**config.mk**
```make
export PLATFORM = sky130hd
export DESIGN_NAME = ahb_sys_matrix_flat
export DESIGN_NICKNAME = d
export VERILOG_FILES = /design/src/rtl/ahb_pkg.sv /design/src/rtl/ahb_sys_matrix_if.sv /design/src/rtl/ahb_default_slave.sv /design/src/rtl/ahb_sys_matrix.sv /design/src/flat_wrapper.sv
export SDC_FILE = /design/constraint.sdc
export NUM_CORES = 1
export LEC_CHECK = 0
export CAP_MARGIN = 20
export CORE_AREA = 2 2 144 146
export CTS_BUF_LIST = sky130_fd_sc_hd__clkbuf_8
export DETAILED_ROUTE_END_ITERATION = 8
export DIE_AREA = 0 0 146 148
export SKIP_CTS_REPAIR_TIMING = 1
export SYNTH_ARGS = -nofsm -noshare
export SYNTH_HDL_FRONTEND = slang
export SYNTH_HIERARCHICAL = 1
export SYNTH_SLANG_ARGS = --single-unit
```
**constraint.sdc**
```tcl
create_clock -name sys_clk -period 4.4 [get_ports sys_clk]
set_input_delay 0.44 -clock sys_clk [delete_from_list [all_inputs] [get_ports sys_clk]]
set_output_delay 0.44 -clock sys_clk [all_outputs]
set_load 0.005 [all_outputs]
```
**src/rtl/ahb_pkg.sv**
```systemverilog
// Shared AHB-Lite constants, error-log cause codes and default memory-map values
// for the system bus matrix.
package ahb_pkg;

  localparam logic [1:0] HTRANS_IDLE   = 2'b00;
  localparam logic [1:0] HTRANS_BUSY   = 2'b01;
  localparam logic [1:0] HTRANS_NONSEQ = 2'b10;
  localparam logic [1:0] HTRANS_SEQ    = 2'b11;

  localparam logic [1:0] HRESP_OKAY  = 2'b00;
  localparam logic [1:0] HRESP_ERROR = 2'b01;

  typedef enum logic [1:0] {
    ERR_NONE    = 2'b00,
    ERR_DECODE  = 2'b01,
    ERR_SLAVE   = 2'b10,
    ERR_TIMEOUT = 2'b11
  } err_cause_e;

  typedef enum logic [1:0] {
    DS_IDLE = 2'd0,
    DS_ERR1 = 2'd1,
    DS_ERR2 = 2'd2
  } dslv_state_e;

  localparam int unsigned DEF_N_SLV     = 4;
  localparam logic [31:0] DEF_BASE_WORD = 32'h0000_0000;
  localparam logic [31:0] DEF_MASK_WORD = 32'hFFFF_FFFF;

  // NONSEQ and SEQ both carry bit 1; IDLE and BUSY never start a data phase.
  function automatic logic is_active(input logic [1:0] htrans);
    return htrans[1];
  endfunction

endpackage

```
**src/rtl/ahb_sys_matrix_if.sv**
```systemverilog
// Bus bundle between the E902 BIU master port, the matrix and the N peripheral slaves.
// The master modport is the matrix view: it drives the slave-side bus and the master response.
interface ahb_sys_matrix_if #(
  parameter int unsigned N_SLV  = 4,
  parameter int unsigned DATA_W = 32
);
  logic [31:0]             m_haddr;
  logic [1:0]              m_htrans;
  logic                    m_hwrite;
  logic [2:0]              m_hsize;
  logic [2:0]              m_hburst;
  logic [3:0]              m_hprot;
  logic [DATA_W-1:0]       m_hwdata;
  logic [DATA_W-1:0]       m_hrdata;
  logic                    m_hready;
  logic [1:0]              m_hresp;

  logic [N_SLV-1:0]        s_hsel;
  logic [31:0]             s_haddr;
  logic [1:0]              s_htrans;
  logic                    s_hwrite;
  logic [2:0]              s_hsize;
  logic [2:0]              s_hburst;
  logic [3:0]              s_hprot;
  logic [DATA_W-1:0]       s_hwdata;
  logic                    s_hready;
  logic [N_SLV*DATA_W-1:0] s_hrdata;
  logic [N_SLV-1:0]        s_hreadyout;
  logic [N_SLV*2-1:0]      s_hresp;

  modport master (
    input  m_haddr, m_htrans, m_hwrite, m_hsize, m_hburst, m_hprot, m_hwdata,
    output m_hrdata, m_hready, m_hresp,
    output s_hsel, s_haddr, s_htrans, s_hwrite, s_hsize, s_hburst, s_hprot, s_hwdata, s_hready,
    input  s_hrdata, s_hreadyout, s_hresp
  );

  modport slave (
    output m_haddr, m_htrans, m_hwrite, m_hsize, m_hburst, m_hprot, m_hwdata,
    input  m_hrdata, m_hready, m_hresp,
    input  s_hsel, s_haddr, s_htrans, s_hwrite, s_hsize, s_hburst, s_hprot, s_hwdata, s_hready,
    output s_hrdata, s_hreadyout, s_hresp
  );
endinterface

```
**src/rtl/ahb_default_slave.sv**
```systemverilog
// Default slave for unmapped accesses: answers each accepted transfer with the
// two-cycle AHB ERROR response. err_entry is high for the first ERROR cycle.
module ahb_default_slave
  import ahb_pkg::*;
(
  input  logic       clk,
  input  logic       rst,
  input  logic       accept,
  output logic       hready,
  output logic [1:0] hresp,
  output logic       err_entry
);

  dslv_state_e state;

  always_ff @(posedge clk or posedge rst) begin
    if (rst) begin
      state     <= DS_IDLE;
      hready    <= 1'b1;
      hresp     <= HRESP_OKAY;
      err_entry <= 1'b0;
    end else begin
      case (state)
        DS_ERR1: begin
          state     <= DS_ERR2;
          hready    <= 1'b1;
          hresp     <= HRESP_ERROR;
          err_entry <= 1'b0;
        end
        DS_ERR2, DS_IDLE: begin
          if (accept) begin
            state     <= DS_ERR1;
            hready    <= 1'b0;
            hresp     <= HRESP_ERROR;
            err_entry <= 1'b1;
          end else begin
            state     <= DS_IDLE;
            hready    <= 1'b1;
            hresp     <= HRESP_OKAY;
            err_entry <= 1'b0;
          end
        end
        default: begin
          state     <= DS_IDLE;
          hready    <= 1'b1;
          hresp     <= HRESP_OKAY;
          err_entry <= 1'b0;
        end
      endcase
    end
  end

endmodule

```
**src/rtl/ahb_sys_matrix.sv**
```systemverilog
// Single-master AHB-Lite system bus matrix: base/mask address decode, data-phase
// response steering, default ERROR slave, stall timeout and error capture log.
module ahb_sys_matrix
  import ahb_pkg::*;
#(
  parameter int unsigned           N_SLV    = DEF_N_SLV,
  parameter int unsigned           DATA_W   = 32,
  parameter logic [N_SLV*32-1:0]   SLV_BASE = {N_SLV{DEF_BASE_WORD}},
  parameter logic [N_SLV*32-1:0]   SLV_MASK = {N_SLV{DEF_MASK_WORD}},
  parameter int unsigned           TIMEOUT  = 256
) (
  input  logic                     sys_clk,
  input  logic                     sys_reset,
  ahb_sys_matrix_if.master         bus,
  input  logic                     err_clr,
  output logic                     err_vld,
  output logic                     err_ovf,
  output logic [1:0]               err_cause,
  output logic [31:0]              err_addr
);

  localparam int unsigned IDX_W = (N_SLV > 1) ? $clog2(N_SLV) : 1;
  localparam int unsigned CNT_W = (TIMEOUT > 1) ? $clog2(TIMEOUT + 1) : 1;

  logic [IDX_W-1:0] hit_idx;
  logic             any_hit;
  logic             req;
  logic             dp_active;
  logic [IDX_W-1:0] dp_idx;
  logic [31:0]      dp_addr;
  logic             def_hready;
  logic [1:0]       def_hresp;
  logic             def_entry;
  logic [CNT_W-1:0] to_cnt;
  logic             to_event;
  logic             slv_err_seen;
  logic             slv_err_event;
  logic             ev;
  err_cause_e       ev_cause;

  assign req = is_active(bus.m_htrans);

  // Scan from the top down so the lowest matching index is the one left standing.
  always_comb begin
    hit_idx = '0;
    any_hit = 1'b0;
    for (int unsigned i = N_SLV; i > 0; i--) begin
      if ((bus.m_haddr & SLV_MASK[32*(i-1) +: 32]) ==
          (SLV_BASE[32*(i-1) +: 32] & SLV_MASK[32*(i-1) +: 32])) begin
        hit_idx = IDX_W'(i - 1);
        any_hit = 1'b1;
      end
    end
  end

  always_comb begin
    bus.s_hsel = '0;
    if (req && any_hit && !sys_reset) bus.s_hsel[hit_idx] = 1'b1;
  end

  assign bus.s_haddr  = bus.m_haddr;
  assign bus.s_htrans = bus.m_htrans;
  assign bus.s_hwrite = bus.m_hwrite;
  assign bus.s_hsize  = bus.m_hsize;
  assign bus.s_hburst = bus.m_hburst;
  assign bus.s_hprot  = bus.m_hprot;
  assign bus.s_hwdata = bus.m_hwdata;
  assign bus.s_hready = bus.m_hready;

  always_ff @(posedge sys_clk or posedge sys_reset) begin
    if (sys_reset) begin
      dp_active <= 1'b0;
      dp_idx    <= '0;
      dp_addr   <= '0;
    end else if (bus.m_hready) begin
      dp_active <= req && any_hit;
      dp_idx    <= hit_idx;
      dp_addr   <= bus.m_haddr;
    end
  end

  // Outside a real-slave data phase the default slave's registered response applies;
  // it idles at ready/OKAY, so this also covers the plain idle case.
  always_comb begin
    bus.m_hready = def_hready;
    bus.m_hresp  = def_hresp;
    bus.m_hrdata = '0;
    if (dp_active) begin
      bus.m_hready = bus.s_hreadyout[dp_idx];
      bus.m_hresp  = bus.s_hresp[2*dp_idx +: 2];
      bus.m_hrdata = bus.s_hrdata[DATA_W*dp_idx +: DATA_W];
    end
  end

  ahb_default_slave u_default_slave (
    .clk       (sys_clk),
    .rst       (sys_reset),
    .accept    (bus.m_hready && req && !any_hit),
    .hready    (def_hready),
    .hresp     (def_hresp),
    .err_entry (def_entry)
  );

  assign to_event = (TIMEOUT != 0) && dp_active && !bus.m_hready &&
                    (to_cnt == CNT_W'(TIMEOUT - 1));

  always_ff @(posedge sys_clk or posedge sys_reset) begin
    if (sys_reset) begin
      to_cnt <= '0;
    end else if (bus.m_hready) begin
      to_cnt <= '0;
    end else if ((TIMEOUT != 0) && dp_active && (to_cnt != CNT_W'(TIMEOUT))) begin
      to_cnt <= to_cnt + 1'b1;
    end
  end

  assign slv_err_event = dp_active && (bus.m_hresp == HRESP_ERROR) && !slv_err_seen;

  always_ff @(posedge sys_clk or posedge sys_reset) begin
    if (sys_reset)         slv_err_seen <= 1'b0;
    else if (bus.m_hready) slv_err_seen <= 1'b0;
    else if (slv_err_event) slv_err_seen <= 1'b1;
  end

  always_comb begin
    ev       = 1'b1;
    ev_cause = ERR_DECODE;
    if (def_entry)          ev_cause = ERR_DECODE;
    else if (slv_err_event) ev_cause = ERR_SLAVE;
    else if (to_event)      ev_cause = ERR_TIMEOUT;
    else begin
      ev       = 1'b0;
      ev_cause = ERR_NONE;
    end
  end

  // A new event alongside err_clr is captured as a fresh first error.
  always_ff @(posedge sys_clk or posedge sys_reset) begin
    if (sys_reset) begin
      err_vld   <= 1'b0;
      err_ovf   <= 1'b0;
      err_cause <= '0;
      err_addr  <= '0;
    end else if (ev) begin
      if (!err_vld || err_clr) begin
        err_vld   <= 1'b1;
        err_ovf   <= 1'b0;
        err_cause <= ev_cause;
        err_addr  <= dp_addr;
      end else begin
        err_ovf   <= 1'b1;
      end
    end else if (err_clr) begin
      err_vld <= 1'b0;
      err_ovf <= 1'b0;
    end
  end

endmodule

```
**src/flat_wrapper.sv**
```systemverilog
// flat-port wrapper written by rule: the top's interface ports become plain ports
module ahb_sys_matrix_flat import ahb_pkg::*;
#(
  parameter int unsigned           N_SLV    = DEF_N_SLV,
  parameter int unsigned           DATA_W   = 32,
  parameter logic [N_SLV*32-1:0]   SLV_BASE = {N_SLV{DEF_BASE_WORD}},
  parameter logic [N_SLV*32-1:0]   SLV_MASK = {N_SLV{DEF_MASK_WORD}},
  parameter int unsigned           TIMEOUT  = 256
)
  (sys_clk, sys_reset, err_clr, err_vld, err_ovf, err_cause, err_addr, bus_m_haddr, bus_m_htrans, bus_m_hwrite, bus_m_hsize, bus_m_hburst, bus_m_hprot, bus_m_hwdata, bus_m_hrdata, bus_m_hready, bus_m_hresp, bus_s_hsel, bus_s_haddr, bus_s_htrans, bus_s_hwrite, bus_s_hsize, bus_s_hburst, bus_s_hprot, bus_s_hwdata, bus_s_hready, bus_s_hrdata, bus_s_hreadyout, bus_s_hresp);
  ahb_sys_matrix_if #(.N_SLV(N_SLV), .DATA_W(DATA_W)) bus_i ();
  input  logic sys_clk;
  input  logic sys_reset;
  input  logic err_clr;
  output logic err_vld;
  output logic err_ovf;
  output logic [1:0] err_cause;
  output logic [31:0] err_addr;
  input wire logic [$bits(bus_i.m_haddr)-1:0] bus_m_haddr;
  input wire logic [$bits(bus_i.m_htrans)-1:0] bus_m_htrans;
  input wire logic [$bits(bus_i.m_hwrite)-1:0] bus_m_hwrite;
  input wire logic [$bits(bus_i.m_hsize)-1:0] bus_m_hsize;
  input wire logic [$bits(bus_i.m_hburst)-1:0] bus_m_hburst;
  input wire logic [$bits(bus_i.m_hprot)-1:0] bus_m_hprot;
  input wire logic [$bits(bus_i.m_hwdata)-1:0] bus_m_hwdata;
  output wire logic [$bits(bus_i.m_hrdata)-1:0] bus_m_hrdata;
  output wire logic [$bits(bus_i.m_hready)-1:0] bus_m_hready;
  output wire logic [$bits(bus_i.m_hresp)-1:0] bus_m_hresp;
  output wire logic [$bits(bus_i.s_hsel)-1:0] bus_s_hsel;
  output wire logic [$bits(bus_i.s_haddr)-1:0] bus_s_haddr;
  output wire logic [$bits(bus_i.s_htrans)-1:0] bus_s_htrans;
  output wire logic [$bits(bus_i.s_hwrite)-1:0] bus_s_hwrite;
  output wire logic [$bits(bus_i.s_hsize)-1:0] bus_s_hsize;
  output wire logic [$bits(bus_i.s_hburst)-1:0] bus_s_hburst;
  output wire logic [$bits(bus_i.s_hprot)-1:0] bus_s_hprot;
  output wire logic [$bits(bus_i.s_hwdata)-1:0] bus_s_hwdata;
  output wire logic [$bits(bus_i.s_hready)-1:0] bus_s_hready;
  input wire logic [$bits(bus_i.s_hrdata)-1:0] bus_s_hrdata;
  input wire logic [$bits(bus_i.s_hreadyout)-1:0] bus_s_hreadyout;
  input wire logic [$bits(bus_i.s_hresp)-1:0] bus_s_hresp;
  assign bus_i.m_haddr = bus_m_haddr;
  assign bus_i.m_htrans = bus_m_htrans;
  assign bus_i.m_hwrite = bus_m_hwrite;
  assign bus_i.m_hsize = bus_m_hsize;
  assign bus_i.m_hburst = bus_m_hburst;
  assign bus_i.m_hprot = bus_m_hprot;
  assign bus_i.m_hwdata = bus_m_hwdata;
  assign bus_m_hrdata = bus_i.m_hrdata;
  assign bus_m_hready = bus_i.m_hready;
  assign bus_m_hresp = bus_i.m_hresp;
  assign bus_s_hsel = bus_i.s_hsel;
  assign bus_s_haddr = bus_i.s_haddr;
  assign bus_s_htrans = bus_i.s_htrans;
  assign bus_s_hwrite = bus_i.s_hwrite;
  assign bus_s_hsize = bus_i.s_hsize;
  assign bus_s_hburst = bus_i.s_hburst;
  assign bus_s_hprot = bus_i.s_hprot;
  assign bus_s_hwdata = bus_i.s_hwdata;
  assign bus_s_hready = bus_i.s_hready;
  assign bus_i.s_hrdata = bus_s_hrdata;
  assign bus_i.s_hreadyout = bus_s_hreadyout;
  assign bus_i.s_hresp = bus_s_hresp;
  ahb_sys_matrix #(.N_SLV(N_SLV), .DATA_W(DATA_W), .SLV_BASE(SLV_BASE), .SLV_MASK(SLV_MASK), .TIMEOUT(TIMEOUT)) u_core (.sys_clk(sys_clk), .sys_reset(sys_reset), .bus(bus_i), .err_clr(err_clr), .err_vld(err_vld), .err_ovf(err_ovf), .err_cause(err_cause), .err_addr(err_addr));
endmodule
```
==> flow_summary.json <==
{
  "outcome": "finished clean",
  "setup_ws_ns": 1.175,
  "max_cap_violations": 0,
  "numCtsBuffers": 9,
  "fin_util_pct": 29.95,
  "critPathCaptureType": "primary output",
  "numPortBuffers": 176,
  "netlist_area_sq_um": 4323,
  "crit_family": "simple AND/OR/NAND/NOR gates",
  "period_needed_ns": 3.225,
  "routed_via_density": 3.872,
  "fin_nets": 751,
  "die_x_um": 146,
  "crit_type": "input port to primary output",
  "clk_pin_slew_ns": 0.08,
  "cts.sinks": 83,
  "layout-drive-gt1-share_pct": 12.01,
  "syn_avg_cell_area_sq_um": 10.01,
  "worst_slew_pin_slew_ns": 0.9808,
  "dp_cells": 786,
  "slowest_delay_ns": 0.64,
  "setup_viol": 0,
  "power_density_nw_per_um2": 365.5,
  "min_path_type": "input port to asynchronous set/reset pin",
  "crit_path_max_fanout": 3,
  "drv_slew": 0,
  "pre_cts_slack_ns": 1.184,
  "fin_crit_sh_pct": 73.30,
  "hold_violations": 0,
  "crit_chain": "clkdlybuf4s50_1 -> nor4_1 -> nand4_1 -> nor2_1 -> and3_1 -> clkdlybuf4s50_1",
  "io_pins": 373,
  "insertion_delay_ns": 0.38,
  "track_usage_pct": 10.42,
  "stdcell_count": 805,
  "skew_ns": 0.01010,
  "yosys_warnings": 6,
  "fin_area_sq_um": 6001,
  "final_common_cell": "clkdlybuf4s50_1",
  "grt_pass1_vias": 3150,
  "synthToLayoutAreaGrowth_pct": 38.81,
  "finalWeightedCongestion": 0.6791,
  "hpwl_um": 8167,
  "ys_seq_area_share_pct": 48.08,
  "irDropWorstVdd_uv": 115.3,
  "max_freq_ghz": 0.3101,
  "slowest_stage": "nor4_1",
  "cp.required_ns": 3.96,
  "synthCells": 432,
  "cp_common_cell": "clkdlybuf4s50_1",
  "drt_iter0_drc": 106,
  "tns_ns": 0,
  "cp_num_buf_inv": 2,
  "vias": 3117,
  "layout_common_cells": "clkdlybuf4s50_1, nand2_1, dfrtp_1",
  "cts-root-buf": "clkbuf_8",
  "grt_overflow": 0,
  "fillers": 2121,
  "place_area_sq_um": 5759,
  "drc": 0,
  "drt_pass1_iterations": 4,
  "drt_wl_total_um": 11160,
  "start_kind": "input port",
  "ant_nets": 0,
  "p_leak_nw": 2.608,
  "die-area_sq_um": 21610,
  "synth-seq-cells": 83,
  "cts.htree.levels": 3,
  "core_sq_um": 20040,
  "synth_cell_types": 43,
  "wire_per_inst_um": 13.86,
  "start_util_pct": 21.57,
  "slew_headroom_pct": 34.61,
  "rsz0062_at_grt": "no",
  "grt_max_degree": 80,
  "grt_pass1_wl_um": 17490,
  "placementRows": 52,
  "die_height_um": 148,
  "cp.arrival_ns": 2.79,
  "cts_tree": "done",
  "clk_path_buf_depth": 2,
  "antenna_found_initial": 2
}
[flip-flops by register name, indices dropped and copies added (netlist names)]
name / count
u_core/slv_err_seen: 1
u_core/err_addr: 32
u_core/dp_active: 1
u_core/err_cause: 2
u_core/u_default_slave/hresp: 1
u_core/to_cnt: 9
u_core/err_vld: 1
u_core/u_default_slave/hready: 1
u_core/err_ovf: 1
u_core/dp_addr: 32
u_core/u_default_slave/state: 2
[final cells by class]
class	instances	area [sq um]	area share [%]
clock buffer	9	123.9	2.064
multi-input combinational	240	1501	25.02
clock inverter	7	85.08	1.418
inverter	13	50.05	0.8340
sequential	83	2078	34.63
timing repair buffer	181	1819	30.32
tap	270	337.8	5.630
antenna	2	5.005	0.08340
[per-layer routing]
metal | global-route usage, % | routed length (um)
met1 | 12.26 | 4597
met4 | 3.495 | 208
met2 | 16.23 | 5159
met3 | 5.710 | 1192
met5 | 0 | 0
[through the flow]
stage	hold WS [ns]	power [mW]
floorplan	0.2054	1.283
global placement	0.4369	1.614
detailed placement	0.4402	1.629
CTS	0.3110	2.238
global route	0.3313	2.326
finish	0.3362	2.193
[cell families after synthesis]
group | share of synthesized area [%]
AOI/OAI and AO/OA | 2.605
xor gates and xnor gates | 1.013
adders and majority gates | 0.8684
buffers and inverters | 17.63
DFF | 48.08
muxes | 9.928
other | 0.1737
and+or+nand+nor | 19.71
[synth_stat cells]
master / n / area [sq um]
a21boi_0: 2 / 15.01
a32oi_1: 1 / 8.760
nor3b_1: 1 / 7.510
o21a_1: 1 / 7.510
and2_1: 32 / 200.2
mux2_4: 9 / 135.1
dfstp_2: 1 / 26.28
buf_4: 82 / 615.6
xnor2_1: 2 / 17.52
mux2_2: 24 / 270.3
and3_1: 1 / 6.260
buf_6: 5 / 56.30
and3b_1: 1 / 8.760
and3_2: 1 / 7.510
nor3_1: 1 / 5.000
ha_1: 3 / 37.54
nand3_1: 1 / 5.000
mux2i_2: 1 / 13.76
nor2_1: 12 / 45.04
xor2_1: 3 / 26.28
a211oi_1: 1 / 7.510
nor2b_4: 1 / 13.76
a211o_1: 1 / 8.760
a21oi_1: 1 / 5.000
nor4_1: 8 / 50.05
nand2b_1: 4 / 25.02
inv_1: 12 / 45.04
or4_4: 1 / 11.26
nand4_1: 4 / 25.02
conb_1: 2 / 7.510
a22oi_1: 1 / 7.510
nand2_1: 106 / 397.9
mux2i_1: 1 / 10.01
or3_1: 1 / 6.260
and4bb_2: 1 / 12.51
o21ai_0: 5 / 25.02
o41ai_4: 1 / 27.53
nor2_2: 1 / 6.260
clkbuf_1: 11 / 41.29
nor2b_2: 1 / 8.760
clkinv_1: 1 / 3.750
nor3_2: 1 / 10.01
dfrtp_1: 82 / 2052
[report_power, final]
group / switching, mW / total, mW / internal, mW
combinational: 0.205 / 0.607 / 0.402
clock: 0.280 / 0.594 / 0.313
sequential: 0.0781 / 0.993 / 0.915
total: 0.563 / 2.19 / 1.63
[path summary, 6_finish.rpt]
| check | slack, ns | end | from | cells after the start |
|---|---|---|---|---|
| hold / removal | 0.34 | u_core/u_default_slave/state[0] | sys_reset | 2 |
| setup / recovery | 1.18 | bus_s_hsel[0] | bus_m_haddr[3] | 6 |
| hold reg to reg | 0.45 | u_core/u_default_slave/state[1] | u_core/u_default_slave/state[1] | 1 |
| setup reg to reg | 1.48 | u_core/err_addr[0] | u_core/to_cnt[0] | 9 |
| min in group sys_clk | 0.45 | u_core/u_default_slave/state[1] | u_core/u_default_slave/state[1] | 1 |
| max in group asynchronous | 3.27 | u_core/dp_addr[6] | sys_reset | 4 |
Power figures use the tool's default switching activity.
